<file path="config.mk">
export PLATFORM = sky130hd
export DESIGN_NAME = aliens_bus_initiator
export DESIGN_NICKNAME = d
export VERILOG_FILES = /design/src/rtl/aliens_bus_pkg.sv /design/src/rtl/aliens_sel_checker.sv /design/src/rtl/aliens_bus_initiator.sv
export SDC_FILE = /design/constraint.sdc
export NUM_CORES = 1
export LEC_CHECK = 0
export ABC_AREA = 1
export CAP_MARGIN = 20
export CORE_ASPECT_RATIO = 0.5
export CORE_MARGIN = 5
export CORE_UTILIZATION = 30
export CTS_BUF_LIST = sky130_fd_sc_hd__clkbuf_8 sky130_fd_sc_hd__clkbuf_16
export DETAILED_ROUTE_END_ITERATION = 16
export GPL_TIMING_DRIVEN = 0
export PLACE_DENSITY_LB_ADDON = 0.05
export SYNTH_ARGS = -nofsm -noshare
export SYNTH_HDL_FRONTEND = slang
export SYNTH_SLANG_ARGS = --single-unit
</file>
<file path="constraint.sdc">
create_clock -name clk -period 1.53 [get_ports clk]
set_clock_uncertainty 0.2 [all_clocks]
set_input_delay 0.306 -clock clk [delete_from_list [all_inputs] [get_ports clk]]
set_output_delay 0.306 -clock clk [all_outputs]
set_load 0.01 [all_outputs]
</file>
<file path="src/rtl/aliens_bus_pkg.sv">
// Shared types and constants for the Aliens CPU-side bus-cycle initiator.
// Holds the bus FSM state enum, select bit indices and control-register layout.
package aliens_bus_pkg;

    typedef enum logic [1:0] {
        ST_IDLE,
        ST_SETUP,
        ST_STROBE,
        ST_RECOVER
    } bus_state_e;

    // Bit positions inside rsp_sel, {PROG, BANK, WORK, IO, D17}
    localparam int SEL_PROG = 4;
    localparam int SEL_BANK = 3;
    localparam int SEL_WORK = 2;
    localparam int SEL_IO   = 1;
    localparam int SEL_D17  = 0;

    localparam logic [15:0] CTRL_ADDR_DEFAULT = 16'h5F88;

    localparam int BK4_BIT  = 4;
    localparam int WOCO_BIT = 5;

    function automatic int cnt_width(input int a, input int b);
        return $clog2(((a > b) ? a : b) + 1);
    endfunction

endpackage

</file>
<file path="src/rtl/aliens_sel_checker.sv">
// Combinational select-consistency check for the decode PAL outputs.
// Only built when ALIENS_BUS_SELCHK_EN is defined.
`ifdef ALIENS_BUS_SELCHK_EN
module aliens_sel_checker
    import aliens_bus_pkg::*;
(
    input  logic prog_act,
    input  logic bank_act,
    input  logic work_act,
    input  logic d21_19_n,
    output logic err
);

    logic any_mem;
    logic multi_mem;

    assign any_mem   = prog_act | bank_act | work_act;
    assign multi_mem = (prog_act & bank_act) | (prog_act & work_act) | (bank_act & work_act);

    // D21_19 is the PAL's own "some memory select is active" output
    assign err = multi_mem | ((~d21_19_n) != any_mem);

endmodule
`endif

</file>
<file path="src/rtl/aliens_bus_initiator.sv">
// Bus-cycle initiator driving AS/MA/RW/DOUT into the Aliens decode PAL and owning BK4/WOCO.
// Define ALIENS_BUS_SELCHK_EN to enable the select-consistency error on rsp_err.
module aliens_bus_initiator
    import aliens_bus_pkg::*;
#(
    parameter int          AS_LOW_CYCLES = 4,
    parameter int          SETUP_CYCLES  = 1,
    parameter logic [15:0] CTRL_ADDR     = CTRL_ADDR_DEFAULT
) (
    input  logic        clk,
    input  logic        rst_n,
    input  logic        req_valid,
    output logic        req_ready,
    input  logic        req_we,
    input  logic [15:0] req_addr,
    input  logic [7:0]  req_wdata,
    output logic        rsp_valid,
    output logic [4:0]  rsp_sel,
    output logic        rsp_err,
    output logic        AS,
    output logic [15:0] MA,
    output logic        RW,
    output logic [7:0]  DOUT,
    output logic        BK4,
    output logic        WOCO,
    input  logic        WORK,
    input  logic        BANK,
    input  logic        PROG,
    input  logic        D21_15,
    input  logic        D21_17,
    input  logic        D21_19
);

    localparam int CNT_W = cnt_width(AS_LOW_CYCLES, SETUP_CYCLES);
    localparam logic [CNT_W-1:0] SETUP_LOAD  = CNT_W'(SETUP_CYCLES - 1);
    localparam logic [CNT_W-1:0] STROBE_LOAD = CNT_W'(AS_LOW_CYCLES - 1);

    bus_state_e       state_q, state_d;
    logic [CNT_W-1:0] cnt_q, cnt_d;
    logic             as_q, as_d;
    logic             ready_q, ready_d;
    logic [15:0]      ma_q, ma_d;
    logic             rw_q, rw_d;
    logic [7:0]       dout_q, dout_d;
    logic             bk4_q, bk4_d;
    logic             woco_q, woco_d;
    logic             rsp_valid_q, rsp_valid_d;
    logic [4:0]       rsp_sel_q, rsp_sel_d;
    logic             rsp_err_q, rsp_err_d;

    logic [4:0]       sel_live;
    logic             sel_err_live;

    assign sel_live[SEL_PROG] = ~PROG;
    assign sel_live[SEL_BANK] = ~BANK;
    assign sel_live[SEL_WORK] = ~WORK;
    assign sel_live[SEL_IO]   = ~D21_15;
    assign sel_live[SEL_D17]  = ~D21_17;

`ifdef ALIENS_BUS_SELCHK_EN
    aliens_sel_checker u_sel_checker (
        .prog_act (sel_live[SEL_PROG]),
        .bank_act (sel_live[SEL_BANK]),
        .work_act (sel_live[SEL_WORK]),
        .d21_19_n (D21_19),
        .err      (sel_err_live)
    );
`else
    logic unused_d21_19;
    assign unused_d21_19 = D21_19;
    assign sel_err_live  = 1'b0;
`endif

    always_comb begin
        state_d     = state_q;
        cnt_d       = cnt_q;
        ma_d        = ma_q;
        rw_d        = rw_q;
        dout_d      = dout_q;
        bk4_d       = bk4_q;
        woco_d      = woco_q;
        rsp_valid_d = 1'b0;
        rsp_sel_d   = rsp_sel_q;
        rsp_err_d   = rsp_err_q;

        case (state_q)
            ST_IDLE: begin
                if (req_valid && ready_q) begin
                    ma_d    = req_addr;
                    rw_d    = ~req_we;
                    dout_d  = req_wdata;
                    cnt_d   = SETUP_LOAD;
                    state_d = ST_SETUP;
                end
            end
            ST_SETUP: begin
                if (cnt_q == '0) begin
                    cnt_d   = STROBE_LOAD;
                    state_d = ST_STROBE;
                end else begin
                    cnt_d = cnt_q - CNT_W'(1);
                end
            end
            ST_STROBE: begin
                if (cnt_q == '0) begin
                    // Selects have settled for the whole strobe; BK4/WOCO change only after this sample
                    rsp_sel_d   = sel_live;
                    rsp_err_d   = sel_err_live;
                    rsp_valid_d = 1'b1;
                    cnt_d       = '0;
                    state_d     = ST_RECOVER;
                    if (!rw_q && (ma_q == CTRL_ADDR)) begin
                        bk4_d  = dout_q[BK4_BIT];
                        woco_d = dout_q[WOCO_BIT];
                    end
                end else begin
                    cnt_d = cnt_q - CNT_W'(1);
                end
            end
            ST_RECOVER: begin
                cnt_d   = '0;
                state_d = ST_IDLE;
            end
            default: begin
                state_d = ST_IDLE;
            end
        endcase

        as_d    = (state_d != ST_STROBE);
        ready_d = (state_d == ST_IDLE);
    end

    always_ff @(posedge clk or negedge rst_n) begin
        if (!rst_n) begin
            state_q     <= ST_IDLE;
            cnt_q       <= '0;
            as_q        <= 1'b1;
            ready_q     <= 1'b1;
            ma_q        <= '0;
            rw_q        <= 1'b1;
            dout_q      <= '0;
            bk4_q       <= 1'b0;
            woco_q      <= 1'b0;
            rsp_valid_q <= 1'b0;
            rsp_sel_q   <= '0;
            rsp_err_q   <= 1'b0;
        end else begin
            state_q     <= state_d;
            cnt_q       <= cnt_d;
            as_q        <= as_d;
            ready_q     <= ready_d;
            ma_q        <= ma_d;
            rw_q        <= rw_d;
            dout_q      <= dout_d;
            bk4_q       <= bk4_d;
            woco_q      <= woco_d;
            rsp_valid_q <= rsp_valid_d;
            rsp_sel_q   <= rsp_sel_d;
            rsp_err_q   <= rsp_err_d;
        end
    end

    assign req_ready = ready_q;
    assign rsp_valid = rsp_valid_q;
    assign rsp_sel   = rsp_sel_q;
    assign rsp_err   = rsp_err_q;
    assign AS        = as_q;
    assign MA        = ma_q;
    assign RW        = rw_q;
    assign DOUT      = dout_q;
    assign BK4       = bk4_q;
    assign WOCO      = woco_q;

endmodule

</file>
==> summary.md, run 1 <==
| Metric | Value |
|---|---|
| Outcome | `finished with violations` |
| Nets | `282` |
| Reg clk slew, reported paths | `60 ps` |
| Number of global-route vias before repair | `1,395` |
| Yosys reg bits | `40` |
| WL/cell | `13.1 µm` |
| Main combinational cell family by area after synthesis | `multiplexers` |
| Commonest cells in the netlist | `dfrtp_1 (37), nand2_1 (30), mux2_4 (20), nor2_1 (14), inv_1 (12)` |
| Clk Latency, worst-skew pair | `270 ps` |
| Area leader, netlist | `dfrtp_1` |
| Leakage | `1.43 nW` |
| Pwr/cell area | `1980 nW/µm²` |
| CTS Buf Count | `5` |
| Initial antenna violation count | `0` |
| Worst-path cell chain | `inv_2 > ha_4 > nand2_8 > buf_12 > mux2_4` |
| Setup CP Type | `reg -> reg` |
| Min Hold Slack | `266 ps` |
| GP Congestion | `roughly 0.72` |
| Overflow after GRT | `0` |
| Share of cells above drive strength 1 | `between 20% and 30%` |
| N_diodes | `0` |
| Crit path DAT | `1520 ps` |
| Mean Syn Cell Area | `between 10 and 15 µm²` |
| Routed vias | `1,365` |
| Row count | `19` |
| VDD IR-drop max | `1.01 mV` |
| Power consumption | `between 5 and 6 mW` |
| Crit share post-route | `103%` |
| Max frequency | `around 0.64 GHz` |
| Total die area | `7720 µm²` |
| Simple-gate portion of the synthesized area | `a little over an eighth` |
| Post-synth EDFFs | `0` |
| Hpwl dp | `3050 µm` |
| Slowest-stage cell, CP | `dfrtp_1` |
| Crit-path max FO | `10` |
| Ports | `70` |
| CTS Root Cell | `clkbuf_16` |
| PnR worst setup slack | `-39.5 ps` |
| Die width | `119 µm` |
| Crit path time final | `1570 ps` |
| Mux cell area share after synthesis | `16.7%` |
| Worst r2r src | `state_q[0]` |
| Remaining DRCs | `0` |
| TritonCTS clock tree | `done` |
| Sequential fraction of the synthesis area | `a little under three fifths` |
| IO buf count | `between 60 and 70` |
| Launch point of the worst path | `state_q[0]` |
| Switching Share | `34.8%` |
| WP buf/inv | `2` |
| Synth async-reset ratio | `100%` |
| Violated checks | `setup timing` |
| Max_cap viols | `0` |
| Dominant synthesized flop cell | `dfrtp_1` |
| RSZ-0062 raised after global routing | `yes` |
| Longest Clk Path Bufs | `2` |
| CORE AREA | `5630 µm²` |
| Largest net degree at the start of global routing | `29` |
| Cell family with the largest share of critical-path delay | `flip-flops` |
| Yosys warning total | `0` |
| Pins over their slew limit | `0` |
| Post-synthesis adder-cell area fraction | `3.49%` |
| Most frequent cell after synthesis | `dfrtp_1` |
| Cell variety after synth | `23` |
| Gate count after technology mapping | `158` |
| Setup TNS Final | `-535 ps` |
| Clock power share | `between 10% and 20%` |
| Share of the synthesized area in the top cell type | `51.6%` |
| Combinational share of power | `49.9%` |
| Synthesis-to-finish area growth | `60.0%` |
| Via-per-instance ratio | `about 4.3` |
| DR pass1 iterations | `2` |
| Sequential power share | `33.1%` |
| Die extent in y | `64.7 µm` |
| CP Capture Type | `flop` |
| FF-to-FF setup slack | `-40 ps` |
| Min-delay worst type | `in -> async` |
| Switch Pwr | `1.97 mW` |
| First-pass GRT wire length | `6980 µm` |
| Hold Fails Final Rpt | `0` |
| CTS H-tree lvls | `2` |
| Final setup violation count | `20` |
| Synth area leaders | `dfrtp_1 (52%), mux2_4 (17%), nand2_1 (6.3%), dfstp_2 (4.4%), ha_1 (3.5%)` |
| Compound-cell area share of the yosys netlist | `5.02%` |
| Total GRT Usage | `11.1%` |
| 1st-iter DRT viols | `46` |
| Starting Density | `31.8%` |
| Post-Syn Area | `1790 µm²` |
| Post-Route WL | `roughly 4200 µm` |
| CTS Sinks | `40` |
| Startpoint types | `flop` |
| Post-synthesis xor/xnor area fraction | `0%` |
| Syn Nets | `approximately 200` |
| Cell-internal power | `3.70 mW` |
| Post-route ant nets | `0` |
| Critical Path RT | `1480 ps` |
| CP max stage delay | `400 ps` |
metrics by stage:
step           std cells  utilization, %  cell area, µm²  worst slack [ps]
3_5_place_dp         299            45.8            2580              -310
4_1_cts              316            49.9            2810             -6.61
5_1_grt              317            50.9            2870             -75.6
3_3_place_gp         298            45.5            2570             -1150
6_report             317            50.9            2870             -39.5
2_1_floorplan        158               -            1800              18.7
placed cells by master, fill, tap and decap left out, types with 2 or more instances in the layout:
master / count
a21oi_1: 8
buf_2: 4
inv_2: 3
dlygate4sd2_1: 33
mux2_4: 20
o21ai_0: 5
inv_1: 11
dfrtp_1: 37
buf_6: 2
ha_4: 4
buf_12: 3
clkbuf_16: 5
nand3_1: 6
nand2_1: 30
clkdlybuf4s50_1: 30
buf_4: 8
nor2_1: 13
dfstp_2: 3
repair_timing:
item,4_1_cts,5_1_grt
setup endpoints to repair,61,34
hold buffers,1,0
cloned,1,0
pin swaps,1,4
setup buffers,7,1
resized for setup,57,13
hold endpoints to repair,10,0
registers in the layout, indices dropped and copies added (netlist names):
register,cells
rsp_sel,5
WOCO,1
BK4,1
MA,16
RW,1
cnt_q,3
AS,1
DOUT,8
state_q,2
rsp_valid,1
req_ready,1
power by group through the flow:
| stage | logic [mW] | registers, mW | clock network [mW] |
|---|---|---|---|
| after CTS | 2.70 | 1.89 | 0.995 |
| final | 2.83 | 1.88 | 0.962 |
| after global placement | 2.67 | 1.90 | 0 |
| after detailed placement | 2.69 | 1.92 | 0 |
| after floorplan | 1.28 | 2.09 | 0 |
| after global routing | 3.13 | 1.96 | 1.03 |
cell families (layout without fill, tap and decap cells):
| family | count (synthesis) | count (layout) |
|---|---|---|
| AND/OR/NAND/NOR | 57 | 57 |
| flip-flops | 40 | 40 |
| other | 1 | 1 |
| AO/OA/AOI/OAI | 17 | 17 |
| adder cells (fa/ha/maj) | 5 | 5 |
| multiplexers | 20 | 20 |
| buffers and inverters | 18 | 104 |
layer usage:
metal	routed length [µm]	track usage, %	up-vias
li1	-	-	684
met1	1930	14.2	652
met2	1990	18.8	27
met3	217	3.82	2
met4	25	2.14	0
met5	0	0	-
cell type report:
class	instances	area, µm²
buffer	5	63.8
tap	73	91.3
clock buffer	5	125
multi-input combinational	100	791
timing repair buffer	78	731
fill	514	2760
clock inverter	3	12.5
inverter	13	51.3
sequential	40	1000
worst paths after layout:
check / to / cells past startpoint
worst max-delay path: DOUT[7] / 5
worst min-delay path: MA[7] / 2
worst max register to register: DOUT[7] / 5
worst min register to register: BK4 / 2
max in group asynchronous: RW / 3
min in group clk: BK4 / 2
No activity file was read; power rests on OpenSTA's default activity.
==> run 2, diff against run 1 <==
--- a/config.mk
+++ b/config.mk
@@ -14,6 +14,7 @@
 export DETAILED_ROUTE_END_ITERATION = 16
 export GPL_TIMING_DRIVEN = 0
 export PLACE_DENSITY_LB_ADDON = 0.05
+export RECOVER_POWER = 100
 export SYNTH_ARGS = -nofsm -noshare
 export SYNTH_HDL_FRONTEND = slang
 export SYNTH_SLANG_ARGS = --single-unit
==> summary.md, run 2 (synthesis results as in run 1) <==
| Metric | Value |
|---|---|
| Outcome | `finished with violations` |
| Violated checks | `setup timing` |
| Utilization after layout | `50.7%` |
| Multi-input gate area | `791 µm²` |
| Synthesis-to-finish area growth | `59.1%` |
| Max frequency | `0.637 GHz` |
| Starting Density | `between 30% and 40%` |
| IO buf count | `67` |
| N_diodes | `0` |
| Hold Fails Final Rpt | `0` |
| Hpwl dp | `between 3000 and 4000 µm` |
| Max_cap viols | `0` |
| Filler cell count | `517` |
| 1st-iter DRT viols | `46` |
| Min-delay worst type | `in -> async` |
| Setup TNS Final | `-536 ps` |
| Setup CP Type | `reg -> reg` |
| Min Hold Slack | `263 ps` |
| Remaining DRCs | `0` |
| Initial antenna violation count | `0` |
| TritonCTS clock tree | `done` |
| Worst-path cell chain | `inv_2 > ha_4 > nand2_8 > buf_12 > mux2_4` |
| Pins over their slew limit | `0` |
| Final setup violation count | `20` |
| Post-Route WL | `4160 µm` |
| Share of cells above drive strength 1 | `25.4%` |
| Startpoint types | `flop` |
| Reg clk slew, reported paths | `60 ps` |
| Routed vias | `between 1,000 and 1,500` |
| Row count | `19` |
| Critical Path RT | `1480 ps` |
| CTS Buf Count | `5` |
| Largest net degree at the start of global routing | `29` |
| WL/cell | `13.1 µm` |
| Power consumption | `5.66 mW` |
| Nets | `282` |
| DR pass1 iterations | `2` |
| RSZ-0062 raised after global routing | `yes` |
| WP buf/inv | `2` |
| Die extent in y | `between 60 and 70 µm` |
| Pwr/cell area | `1980 nW/µm²` |
| FF+latch area | `1000 µm²` |
| CP max stage delay | `around 400 ps` |
| Crit path DAT | `approximately 1500 ps` |
| CORE AREA | `5630 µm²` |
| Via-per-instance ratio | `4.30` |
| CTS H-tree lvls | `2` |
| Most frequent cells in the layout | `dfrtp_1 (37), dlygate4sd2_1 (33), nand2_1 (30), clkdlybuf4s50_1 (30), mux2_4 (20)` |
| Total GRT Usage | `around 11%` |
| VDD IR-drop max | `1.01 mV` |
| Die width | `between 100 and 150 µm` |
| Leakage | `1.42 nW` |
| Post-route ant nets | `0` |
| Longest Clk Path Bufs | `2` |
| First-pass GRT wire length | `about 7000 µm` |
| Launch point of the worst path | `state_q[0]` |
| Crit share post-route | `103%` |
| Ports | `70` |
| PnR worst setup slack | `-39.5 ps` |
| Crit-path max FO | `10` |
| Clk Latency, worst-skew pair | `about 270 ps` |
| Worst r2r src | `state_q[0]` |
| GP Congestion | `approximately 0.72` |
| Commonest non-fill, non-tap cell in the layout | `dfrtp_1` |
| CTS Root Cell | `clkbuf_16` |
| Crit path time final | `1570 ps` |
| Slowest-stage cell, CP | `dfrtp_1` |
| Cell family with the largest share of critical-path delay | `flip-flops` |
| Total die area | `7720 µm²` |
| Number of global-route vias before repair | `1,395` |
| Overflow after GRT | `0` |
| Max reg flops | `16` |
| CTS Sinks | `40` |
| CP Capture Type | `flop` |
run 2: cell count changes in the layout (fill, tap and decap cells not counted), sizes merged:
cell	before	now
buf	18	16
clkbuf	6	8
run 2: what timing repair did:
item | CTS | global route
hold buffers | 1 | 0
cloned | 1 | 0
setup endpoints to repair | 61 | 34
setup buffers | 7 | 1
pin swaps | 1 | 4
resized for setup | 57 | 13
hold endpoints to repair | 10 | 0
run 2: worst paths after layout:
| check | to | slack, ps | cells past startpoint |
|---|---|---|---|
| worst min-delay path | MA[7] | 260 | 2 |
| worst max-delay path | DOUT[7] | -40 | 5 |
| max in group asynchronous | RW | 160 | 3 |
| worst min register to register | BK4 | 270 | 2 |
| min in group clk | BK4 | 270 | 2 |
| worst max register to register | DOUT[7] | -40 | 5 |
run 2: power by group:
group / leakage [nW] / switching [mW] / internal (mW)
clock network: 0.0762 / 0.374 / 0.588
logic: 0.859 / 1.30 / 1.52
registers: 0.481 / 0.299 / 1.58
total: 1.42 / 1.98 / 3.69
run 2: metrics by stage:
| stage | instances | setup slack, ps | area (µm²) |
|---|---|---|---|
| final | 317 | -39.5 | 2860 |
| after global routing | 317 | -75.6 | 2860 |
| after CTS | 316 | -6.61 | 2810 |
| after detailed placement | 299 | -310 | 2580 |
| after global placement | 298 | -1150 | 2570 |
| after floorplan | 158 | 18.7 | 1800 |
run 2: area by class of cell:
class | count | area share (%)
sequential | 40 | 35.2
multi-input combinational | 100 | 27.7
timing repair buffer | 78 | 25.1
clock buffer | 5 | 4.38
tap | 73 | 3.20
buffer | 5 | 2.23
inverter | 13 | 1.80
clock inverter | 3 | 0.438
run 2: per-layer routing:
layer  share of wire (%)  global-route usage (%)  wire, µm
met5                   0                       0         0
met4                0.60                    2.14        25
met2                  48                    18.8      1990
met3                 5.2                    3.82       217
met1                  46                    14.2      1930
